$ cat config.mk
export PLATFORM = sky130hd
export DESIGN_NAME = ecc_sed_encoder_pipe_flat
export DESIGN_NICKNAME = d
export VERILOG_FILES = /design/src/rtl/ecc_sed_encoder_pipe_if.sv /design/src/rtl/ecc_sed_encoder_pipe.sv /design/src/flat_wrapper.sv
export SDC_FILE = /design/constraint.sdc
export NUM_CORES = 1
export LEC_CHECK = 0
export ABC_AREA = 0
export BUFFER_PORTS_ARGS = -buffer_cell sky130_fd_sc_hd__buf_2
export CAP_MARGIN = 20
export CORE_ASPECT_RATIO = 0.9
export CORE_UTILIZATION = 30
export CTS_CLUSTER_SIZE = 25
export DETAILED_ROUTE_END_ITERATION = 7
export PLACE_DENSITY = 0.49
export SLEW_MARGIN = 25
export SYNTH_ARGS = -nofsm -noshare
export SYNTH_HDL_FRONTEND = slang
export SYNTH_SLANG_ARGS = --single-unit
$ cat constraint.sdc
create_clock -name clk -period 2.2 [get_ports clk]
set_input_delay 0 -clock clk [delete_from_list [all_inputs] [get_ports clk]]
set_output_delay 0 -clock clk [all_outputs]
set_load 0.03 [all_outputs]
$ cat src/rtl/ecc_sed_encoder_pipe_if.sv
// Valid/ready bus for the SED parity encoder: input word side and codeword side.
// Ports: data_valid/data_ready/data/inj_en inbound, enc_valid/enc_ready/enc_codeword outbound.
interface ecc_sed_encoder_pipe_if #(
    parameter int DATA_WIDTH = 12
);
    logic                  data_valid;
    logic                  data_ready;
    logic [DATA_WIDTH-1:0] data;
    logic                  inj_en;
    logic                  enc_valid;
    logic                  enc_ready;
    logic [DATA_WIDTH:0]   enc_codeword;

    modport master (
        output data_valid,
        output data,
        output inj_en,
        output enc_ready,
        input  data_ready,
        input  enc_valid,
        input  enc_codeword
    );

    modport slave (
        input  data_valid,
        input  data,
        input  inj_en,
        input  enc_ready,
        output data_ready,
        output enc_valid,
        output enc_codeword
    );
endinterface

$ cat src/rtl/ecc_sed_encoder_pipe.sv
// Pipelined single-error-detect encoder: appends one parity bit, two-entry skid buffer.
// Ports: clk, rst (sync, active-high), bus (slave side of the handshake), enc_count.
module ecc_sed_encoder_pipe #(
    parameter int DATA_WIDTH  = 12,
    parameter bit ODD_PARITY  = 1'b0,
    parameter int COUNT_WIDTH = 16
) (
    input  logic                   clk,
    input  logic                   rst,
    ecc_sed_encoder_pipe_if.slave  bus,
    output logic [COUNT_WIDTH-1:0] enc_count
);
    localparam int CW = DATA_WIDTH + 1;

    logic          or_valid_q, or_valid_d;
    logic          sr_valid_q, sr_valid_d;
    logic [CW-1:0] or_word_q,  or_word_d;
    logic [CW-1:0] sr_word_q,  sr_word_d;
    logic [COUNT_WIDTH-1:0] cnt_q, cnt_d;

    logic          accept;
    logic          drain;
    logic          parity;
    logic [CW-1:0] new_word;

    // Only the skid slot gates acceptance, so data_ready is a pure flop output.
    assign accept = bus.data_valid & ~sr_valid_q;
    assign drain  = or_valid_q & bus.enc_ready;

    always_comb begin
        parity   = ^bus.data;
        if (ODD_PARITY) begin
            parity = ~parity;
        end
        new_word = {parity ^ bus.inj_en, bus.data};
    end

    always_comb begin
        or_valid_d = or_valid_q;
        sr_valid_d = sr_valid_q;
        or_word_d  = or_word_q;
        sr_word_d  = sr_word_q;
        if (drain && sr_valid_q) begin
            // data_ready is low here, so no accept can collide with the refill.
            or_word_d  = sr_word_q;
            sr_valid_d = 1'b0;
        end else if (accept && (!or_valid_q || drain)) begin
            or_word_d  = new_word;
            or_valid_d = 1'b1;
        end else if (accept) begin
            sr_word_d  = new_word;
            sr_valid_d = 1'b1;
        end else if (drain) begin
            or_valid_d = 1'b0;
        end
    end

    always_comb begin
        cnt_d = cnt_q;
        if (drain && (cnt_q != {COUNT_WIDTH{1'b1}})) begin
            cnt_d = cnt_q + COUNT_WIDTH'(1);
        end
    end

    always_ff @(posedge clk) begin
        if (rst) begin
            or_valid_q <= 1'b0;
            sr_valid_q <= 1'b0;
            or_word_q  <= '0;
            sr_word_q  <= '0;
            cnt_q      <= '0;
        end else begin
            or_valid_q <= or_valid_d;
            sr_valid_q <= sr_valid_d;
            or_word_q  <= or_word_d;
            sr_word_q  <= sr_word_d;
            cnt_q      <= cnt_d;
        end
    end

    assign bus.data_ready   = ~sr_valid_q;
    assign bus.enc_valid    = or_valid_q;
    assign bus.enc_codeword = or_word_q;
    assign enc_count        = cnt_q;
endmodule

$ cat src/flat_wrapper.sv
// flat-port wrapper written by rule: the top's interface ports become plain ports
module ecc_sed_encoder_pipe_flat 
#(
    parameter int DATA_WIDTH  = 12,
    parameter bit ODD_PARITY  = 1'b0,
    parameter int COUNT_WIDTH = 16
)
  (clk, rst, enc_count, bus_data_valid, bus_data, bus_inj_en, bus_enc_ready, bus_data_ready, bus_enc_valid, bus_enc_codeword);
  ecc_sed_encoder_pipe_if #(.DATA_WIDTH(DATA_WIDTH)) bus_i ();
  input  logic clk;
  input  logic rst;
  output logic [COUNT_WIDTH-1:0] enc_count;
  input wire logic [$bits(bus_i.data_valid)-1:0] bus_data_valid;
  input wire logic [$bits(bus_i.data)-1:0] bus_data;
  input wire logic [$bits(bus_i.inj_en)-1:0] bus_inj_en;
  input wire logic [$bits(bus_i.enc_ready)-1:0] bus_enc_ready;
  output wire logic [$bits(bus_i.data_ready)-1:0] bus_data_ready;
  output wire logic [$bits(bus_i.enc_valid)-1:0] bus_enc_valid;
  output wire logic [$bits(bus_i.enc_codeword)-1:0] bus_enc_codeword;
  assign bus_i.data_valid = bus_data_valid;
  assign bus_i.data = bus_data;
  assign bus_i.inj_en = bus_inj_en;
  assign bus_i.enc_ready = bus_enc_ready;
  assign bus_data_ready = bus_i.data_ready;
  assign bus_enc_valid = bus_i.enc_valid;
  assign bus_enc_codeword = bus_i.enc_codeword;
  ecc_sed_encoder_pipe #(.DATA_WIDTH(DATA_WIDTH), .ODD_PARITY(ODD_PARITY), .COUNT_WIDTH(COUNT_WIDTH)) u_core (.clk(clk), .rst(rst), .bus(bus_i), .enc_count(enc_count));
endmodule
==> After elaboration in Yosys (flattened, before gate mapping) <==
Cells that the tools add are included.
{ "totals": {"input_bits": 17, "ff_bits": 44, "elab_cells": 31} }
{ "classes": {"n_eq_ne": 2, "add_sub_neg": 1, "n_reduce_logical": 12, "muxes": 5, "n_bitwise": 6} }
{ "ops": {"columns": ["op", "count"], "rows": [
  ["2-to-1 mux 13 bit", 2],
  ["adder 16 x 1 -> 16 bit, second input constant", 1],
  ["inequality test 16 bit, second input constant", 1],
  ["parity 12 bit", 1],
  ["AND reduction 3 bit", 2],
  ["nonzero test 2 bit", 2],
  ["logical AND 1 bit", 3],
  ["2-to-1 mux 1 bit", 3],
  ["NOT 1 bit", 3],
  ["AND 1 bit", 2],
  ["inequality test 2 bit, second input constant", 1],
  ["AND reduction 2 bit", 1],
  ["OR reduction 2 bit", 1],
  ["zero test 1 bit", 1],
  ["logical OR 1 bit", 1],
  ["XOR 1 bit", 1]
]} }

==> Logic depth before layout (Yosys ltp) <==
Gate-level depths: netlist of run 1.
{ "logic_depth": {"depth_word": 5, "mapped_depth": 6} }

==> Least setup slack after synthesis of run 1 <==
Ideal clock, no wire load.
{ "synth_timing": {"kind": "reg-to-reg", "from": "register u_core.cnt_q[0] (netlist: u_core.enc_count[0])", "to": "register u_core.cnt_q[0] (netlist: u_core.enc_count[0])", "arrival_ps": 1685, "path_slack_ps": 395, "setup_ps": 121, "path_stages_with_launch": 6, "synth_period_minus_slack_ps": 1805, "path_cell_list": "dfxtp_1 ha_1 nand2_1 nor3_2 a21boi_1 mux2_2"} }
{ "synth_via": {"elab_chain_len": 2, "elab_cells_between_ends": 3, "classes_between": "add/sub: 1; eq/ne: 1; reduce/logical: 1"} }
{ "synth_rtl": {"columns": ["element", "line", "source"], "rows": [
  ["start: declaration", "ecc_sed_encoder_pipe.sv:19", "logic [COUNT_WIDTH-1:0] cnt_q, cnt_d;"],
  ["start signal: assignment", "ecc_sed_encoder_pipe.sv:77", "cnt_q <= cnt_d;"],
  ["parallel branches: the longest is 2 deep, another holds adder 16 x 1 -> 16 bit", null, null]
]} }
Several ways; the timed one is not identified.
A chain may end at the register's enable or synchronous reset.

==> Final worst setup path of run 1 <==
Ends and elaborated chain as after synthesis.

==> flow_summary.yaml, run 1 <==
status:
  outcome: "finished clean"
power_and_ir_drop:
  p_leak_nw: 1.09
  swShare_pct: 27.4
  p_int_mw: 1.28
  switching_power_mw: 0.482
  p_seq_share_pct: 47.9
  p_clk_share_pct: 37.3
  p_comb_share_pct: 14.8
  power.density_nw_per_um2: 668
  power_mw: 1.76
  max-vdd-ir-drop_mv: 0.276
drt:
  drt_iter0_drc: 60
  vias: 1848
  drc: 0
  ant_nets: 0
  viasPerCell: 4.76
  wl_um: 5040
  dr.pass1.iters: 4
  avgRoutedWirePerCell_um: 13.0
yosys:
  synth.distinct_cells: 38
  synth_area_um2: 2080
  synth_largest_area_cell: "dfxtp_1"
  syn_inst: 240
  ys.flop_type: "dfxtp_1"
  synth_commonest_cells: "45 x nand2_1, 44 x dfxtp_1, 37 x a21oi_1"
  ys_seq_elements: 44
  synthTopCellsByArea: "dfxtp_1 42%, a21oi_1 8.9%, nand2_1 8.1%, mux2_2 5.4%, a22oi_1 4.7%"
  synth_edf_count: 0
  avgSynthCellArea_um2: 8.65
  seq_area_frac_synth_pct: 42.4
  yosys.cell_count.top_type: "nand2_1"
  synth_nets: 258
  yosysTopAreaCellShare_pct: 42.4
  async_flop_share_pct: 0
  ys_warn_count: 0
setup_path:
  slowest_delay_ns: 0.44
  cp-start-kind: "flop"
  critPathSlowestCell: "dfxtp_1"
  crit_type: "reg2reg"
  path_max_fanout: 7
  crit_arrival_ns: 2.00
  crit_required_ns: 2.40
  crit_buf_inv: 0
  worstPathCellList: "ha_1 -> nand2_1 -> nor3_2 -> a21boi_1 -> mux2_2"
  crit_path_end_kind: "flop"
  critPathTopFamily: "simple AND/OR/NAND/NOR gates"
cts:
  ctsResizeCount: 0
  root_buffer: "clkbuf_8"
  cts_tree: "done"
  clkSlewWorstSetupHoldPaths_ns: 0.09
  cts_buffer_depth: 2
  cts_inserted_buffers: 5
  cts.htree.levels: 2
  cts_setup_buffers: 0
  clock-sinks: 44
  clkLatencyLatePin_ns: 0.31
worst_hold_path:
  min_path_type: "in2reg"
timing:
  grt_setup_unrepaired: "false"
  fin_ws_ns: 0.397
  min_period_ns: 1.80
  hold_violations: 0
  slew_viol_final: 0
  holdWs_ns: 0.0250
  fin_skew_ns: 0.00892
  max-slew-margin-rel_pct: 49.5
  setup_viol: 0
  finalCritPeriodShare_pct: 81.9
  fmax_mhz: 555
  tns_ns: 0
  tightestPinTransition_ns: 0.757
die:
  io-pin-count: 48
  coreArea_um2: 6620
  die_area_um2: 7260
  rows: 28
  start_util_pct: 31.4
  die_h_um: 80.9
  die_width_um: 89.7
place:
  port_buffers: 47
  pre_cts_ws_ns: 0.395
  dp_cells: 368
  hpwlAfterDp_um: 3400
  finalWeightedCongestion: 0.720
  dpl-instance-area_um2: 2400
final_layout:
  post-route-cell-area_um2: 2640
  synthToLayoutAreaGrowth_pct: 27.0
  diodes: 0
  drive_above_1_share_pct: 25.5
  seq_area_um2: 881
  multi_input_area_um2: 1130
  fillCellCount: 707
  fin_util_pct: 39.9
  nNetsFinal: 315
  stdcell_count: 388
global_routing:
  gr-total-overflow: 0
  grt_max_degree: 43
  gr-usage-all-layers_pct: 14.5
  grt_pass1_vias: 1612
  antenna_found_initial: 0
  grt_first_pass_wirelength_um: 8270
job:
  cap_violations: 0
## worst paths after layout
| check | from | end | slack (ns) | cells past startpoint |
|---|---|---|---|---|
| setup / recovery | u_core.enc_count[0] | u_core.enc_count[0] | 0.40 | 5 |
| hold / removal | bus_data_valid | u_core.sr_valid_q | 0.02 | 3 |
| setup reg to reg | u_core.enc_count[0] | u_core.enc_count[0] | 0.40 | 5 |
| hold reg to reg | u_core.bus.enc_codeword[8] | u_core.bus.enc_codeword[8] | 0.45 | 2 |
## per-layer routing
layer / GRT usage (%) / share of wire, %
met1: 20.2 / 53
met2: 22.2 / 43
met3: 3.28 / 3.6
met4: 4.43 / 0.77
met5: 0 / 0
## flip-flops by register name, summed over array words and instances (netlist names)
name,cells
u_core.enc_count,16
u_core.bus.enc_codeword,13
u_core.sr_word_q,13
u_core.bus.enc_valid,1
u_core.sr_valid_q,1
## cells in the final DEF (no fill, tap or decap), types with 2 or more instances in the layout
cell type       n
o21ai_0         2
nand4_4         2
xnor3_1         3
nand4_1         4
nor3_1          2
and3_1          2
and4_1          3
nand2b_1        2
a211oi_1        2
nor4_1          2
buf_4           4
inv_1           5
o31ai_1         3
nor2b_1        12
mux2_2         10
nand3_1         4
nor2_1         10
dlygate4sd3_1  12
a22oi_1        13
dfxtp_1        44
buf_2          47
nand2_1        45
xnor2_1         6
clkbuf_8        5
a21oi_1        37
## power by group through the flow
stage | clock [mW] | sequential [mW] | combinational, mW
3_3_place_gp | 0 | 0.861 | 0.248
5_1_grt | 0.711 | 0.848 | 0.288
2_1_floorplan | 0 | 0.903 | 0.130
3_5_place_dp | 0 | 0.862 | 0.248
4_1_cts | 0.680 | 0.844 | 0.265
6_report | 0.657 | 0.843 | 0.261
## worst min-delay path, delay by kind of cell
kind	cells	cell delay, ns
AO/OA/AOI/OAI	1	0.06
buffers and inverters	1	0.09
AND/OR/NAND/NOR	1	0.13
## area by class of cell
cell class	count	area share, %
Clock buffer	5	2.61
Inverter	5	0.711
Sequential cell	44	33.4
Multi-Input combinational cell	178	42.7
Tap cell	90	4.27
Clock inverter	3	1.75
Timing Repair Buffer	63	14.6
## logic make-up (layout without fill, tap and decap cells)
logic type | Yosys count | in the layout | share of synthesized area [%]
simple gates | 95 | 95 | 24.0
compound gates | 62 | 62 | 17.8
flops | 44 | 44 | 42.4
buf+inv | 18 | 76 | 3.49
mux | 11 | 11 | 5.90
xor+xnor | 9 | 9 | 5.78
fa+ha+maj | 1 | 1 | 0.602
## timing repair
item                                   4_1_cts  5_1_grt
hold buffers                                12        0
setup endpoints to repair                    0        0
endpoints found under the hold margin       12        0
Note: power is estimated with default switching activity, not from simulation.
==> inputs of run 2 (changes only) <==
==> constraint.sdc (replaced) <==
create_clock -name clk -period 1.7 [get_ports clk]
set_input_delay 0 -clock clk [delete_from_list [all_inputs] [get_ports clk]]
set_output_delay 0 -clock clk [all_outputs]
set_load 0.03 [all_outputs]
==> run 2 against run 1 <==
First-iteration DRC count is 130% higher. Die area stayed put. Critical path type unchanged. Highest routed layer unchanged. Largest cell class unchanged. Critical path depth is 1 lower.
==> flow_summary.yaml, run 2 (synthesized netlist as in run 1, its figures left out) <==
status:
  outcome: "finished clean"
timing:
  fmax_mhz: 621
  grt_setup_unrepaired: "false"
  tightestPinTransition_ns: 0.515
  hold_violations: 0
  fin_skew_ns: 0.00567
  min_period_ns: 1.61
  setup_viol: 0
  tns_ns: 0
  slew_viol_final: 0
  finalCritPeriodShare_pct: 94.7
  max-slew-margin-rel_pct: 65.6
  holdWs_ns: 0.0386
global_routing:
  grt_max_degree: 30
  gr-total-overflow: 0
  grt_pass1_vias: 1723
  gr-usage-all-layers_pct: 14.7
  antenna_found_initial: 0
  grt_first_pass_wirelength_um: 8470
final_layout:
  diodes: 0
  synthToLayoutAreaGrowth_pct: 29.2
  nNetsFinal: 322
  final_common_cell: "buf_2"
  drive_above_1_share_pct: 29.5
  largest_register_ffs: 16
  layout_common_cells: "47 x buf_2, 45 x nand2_1, 37 x a21oi_1, 37 x dfxtp_1, 13 x a22oi_1"
power_and_ir_drop:
  p_seq_share_pct: 51.3
  p_clk_share_pct: 32.0
  max-vdd-ir-drop_mv: 0.275
  power.density_nw_per_um2: 790
  p_int_mw: 1.55
  p_leak_nw: 1.11
  switching_power_mw: 0.568
  swShare_pct: 26.8
  p_comb_share_pct: 16.7
die:
  rows: 28
  die_width_um: 89.7
  coreArea_um2: 6620
  start_util_pct: 31.4
  die_area_um2: 7260
  io-pin-count: 48
  die_h_um: 80.9
drt:
  vias: 1859
  ant_nets: 0
  dr.pass1.iters: 4
  avgRoutedWirePerCell_um: 13.1
  viasPerCell: 4.71
  drc: 0
  wl_um: 5180
  drt_iter0_drc: 137
cts:
  clkSlewWorstSetupHoldPaths_ns: 0.08
  cts_setup_buffers: 0
  cts_tree: "done"
  cts_inserted_buffers: 5
  cts_buffer_depth: 2
  root_buffer: "clkbuf_8"
  clock-sinks: 44
  cts.htree.levels: 2
  clkLatencyLatePin_ns: 0.29
place:
  port_buffers: 47
  hpwlAfterDp_um: 3460
  finalWeightedCongestion: 0.715
setup_path:
  crit_path_end_kind: "flop"
  r2r_cells: 4
  crit_arrival_ns: 1.79
  crit_required_ns: 1.88
  r2r_start: "u_core.enc_count[6]"
  cp-start-kind: "flop"
  reg2reg_slack_ns: 0.09
  crit_type: "reg2reg"
  rr_endpoint: "u_core.enc_count[7]"
  path_max_fanout: 9
job:
  cap_violations: 0
worst_hold_path:
  hold_end: "u_core.sr_valid_q"
  min_path_type: "in2reg"
  hold_start: "bus_data_valid"
  hold_depth: 3
-- run 2: area by class of cell --
cell class | instances | area (µm²)
sequential | 44 | 890
clock buffer | 8 | 90.1
multi-input combinational | 178 | 1130
inverter | 5 | 18.8
tap | 90 | 113
timing repair buffer | 70 | 438
fill | 723 | 3940
-- run 2: power by group through the flow --
| stage | Combinational, mW | Sequential (mW) | Clock [mW] |
|---|---|---|---|
| after detailed placement | 0.334 | 1.11 | 0 |
| after CTS | 0.356 | 1.09 | 0.713 |
| final | 0.354 | 1.09 | 0.679 |
| after global placement | 0.334 | 1.11 | 0 |
| after global routing | 0.387 | 1.09 | 0.754 |
| after floorplan | 0.168 | 1.17 | 0 |
-- run 2: worst max-delay path: stages (launching register included) --
cell and delay, ns:
dfxtp_2 0.34, and4_4 0.21, and4_2 0.31, a211oi_1 0.28, mux2_2 0.37
-- run 2: per-layer routing --
layer	up-vias	part of all wire, %	track usage, %
li1	980	-	-
met5	-	0	0
met2	31	44	22.8
met4	0	1.4	5.90
met3	5	3.0	2.81
met1	843	52	20.1
-- run 2: how the worst max path moves through the flow --
stage | startpoint | end | cells after the start
6_report | u_core.enc_count[6] | u_core.enc_count[7] | 4
3_3_place_gp | u_core.enc_count[0] | u_core.enc_count[11] | 6
5_1_grt | u_core.enc_count[2] | u_core.enc_count[12] | 4
3_5_place_dp | u_core.enc_count[0] | u_core.enc_count[11] | 6
4_1_cts | u_core.enc_count[0] | u_core.enc_count[11] | 6
2_1_floorplan | u_core.enc_count[10] | u_core.enc_count[0] | 4
-- run 2: repair_timing --
item,4_1_cts,5_1_grt
setup endpoints to repair,0,4
gates resized for setup,0,3
hold buffers,12,0
hold endpoints to repair,12,0
-- run 2: metrics by stage --
stage	area (µm²)	worst slack (ns)	std cells	total power, mW	util, %
floorplan	2090	0.0447	240	1.34	-
global placement	2460	0.0395	375	1.45	37.2
detailed placement	2460	0.0234	375	1.45	37.2
CTS	2670	0.0160	395	2.16	40.4
global route	2680	0.0163	395	2.23	40.5
finish	2680	0.0908	395	2.12	40.5
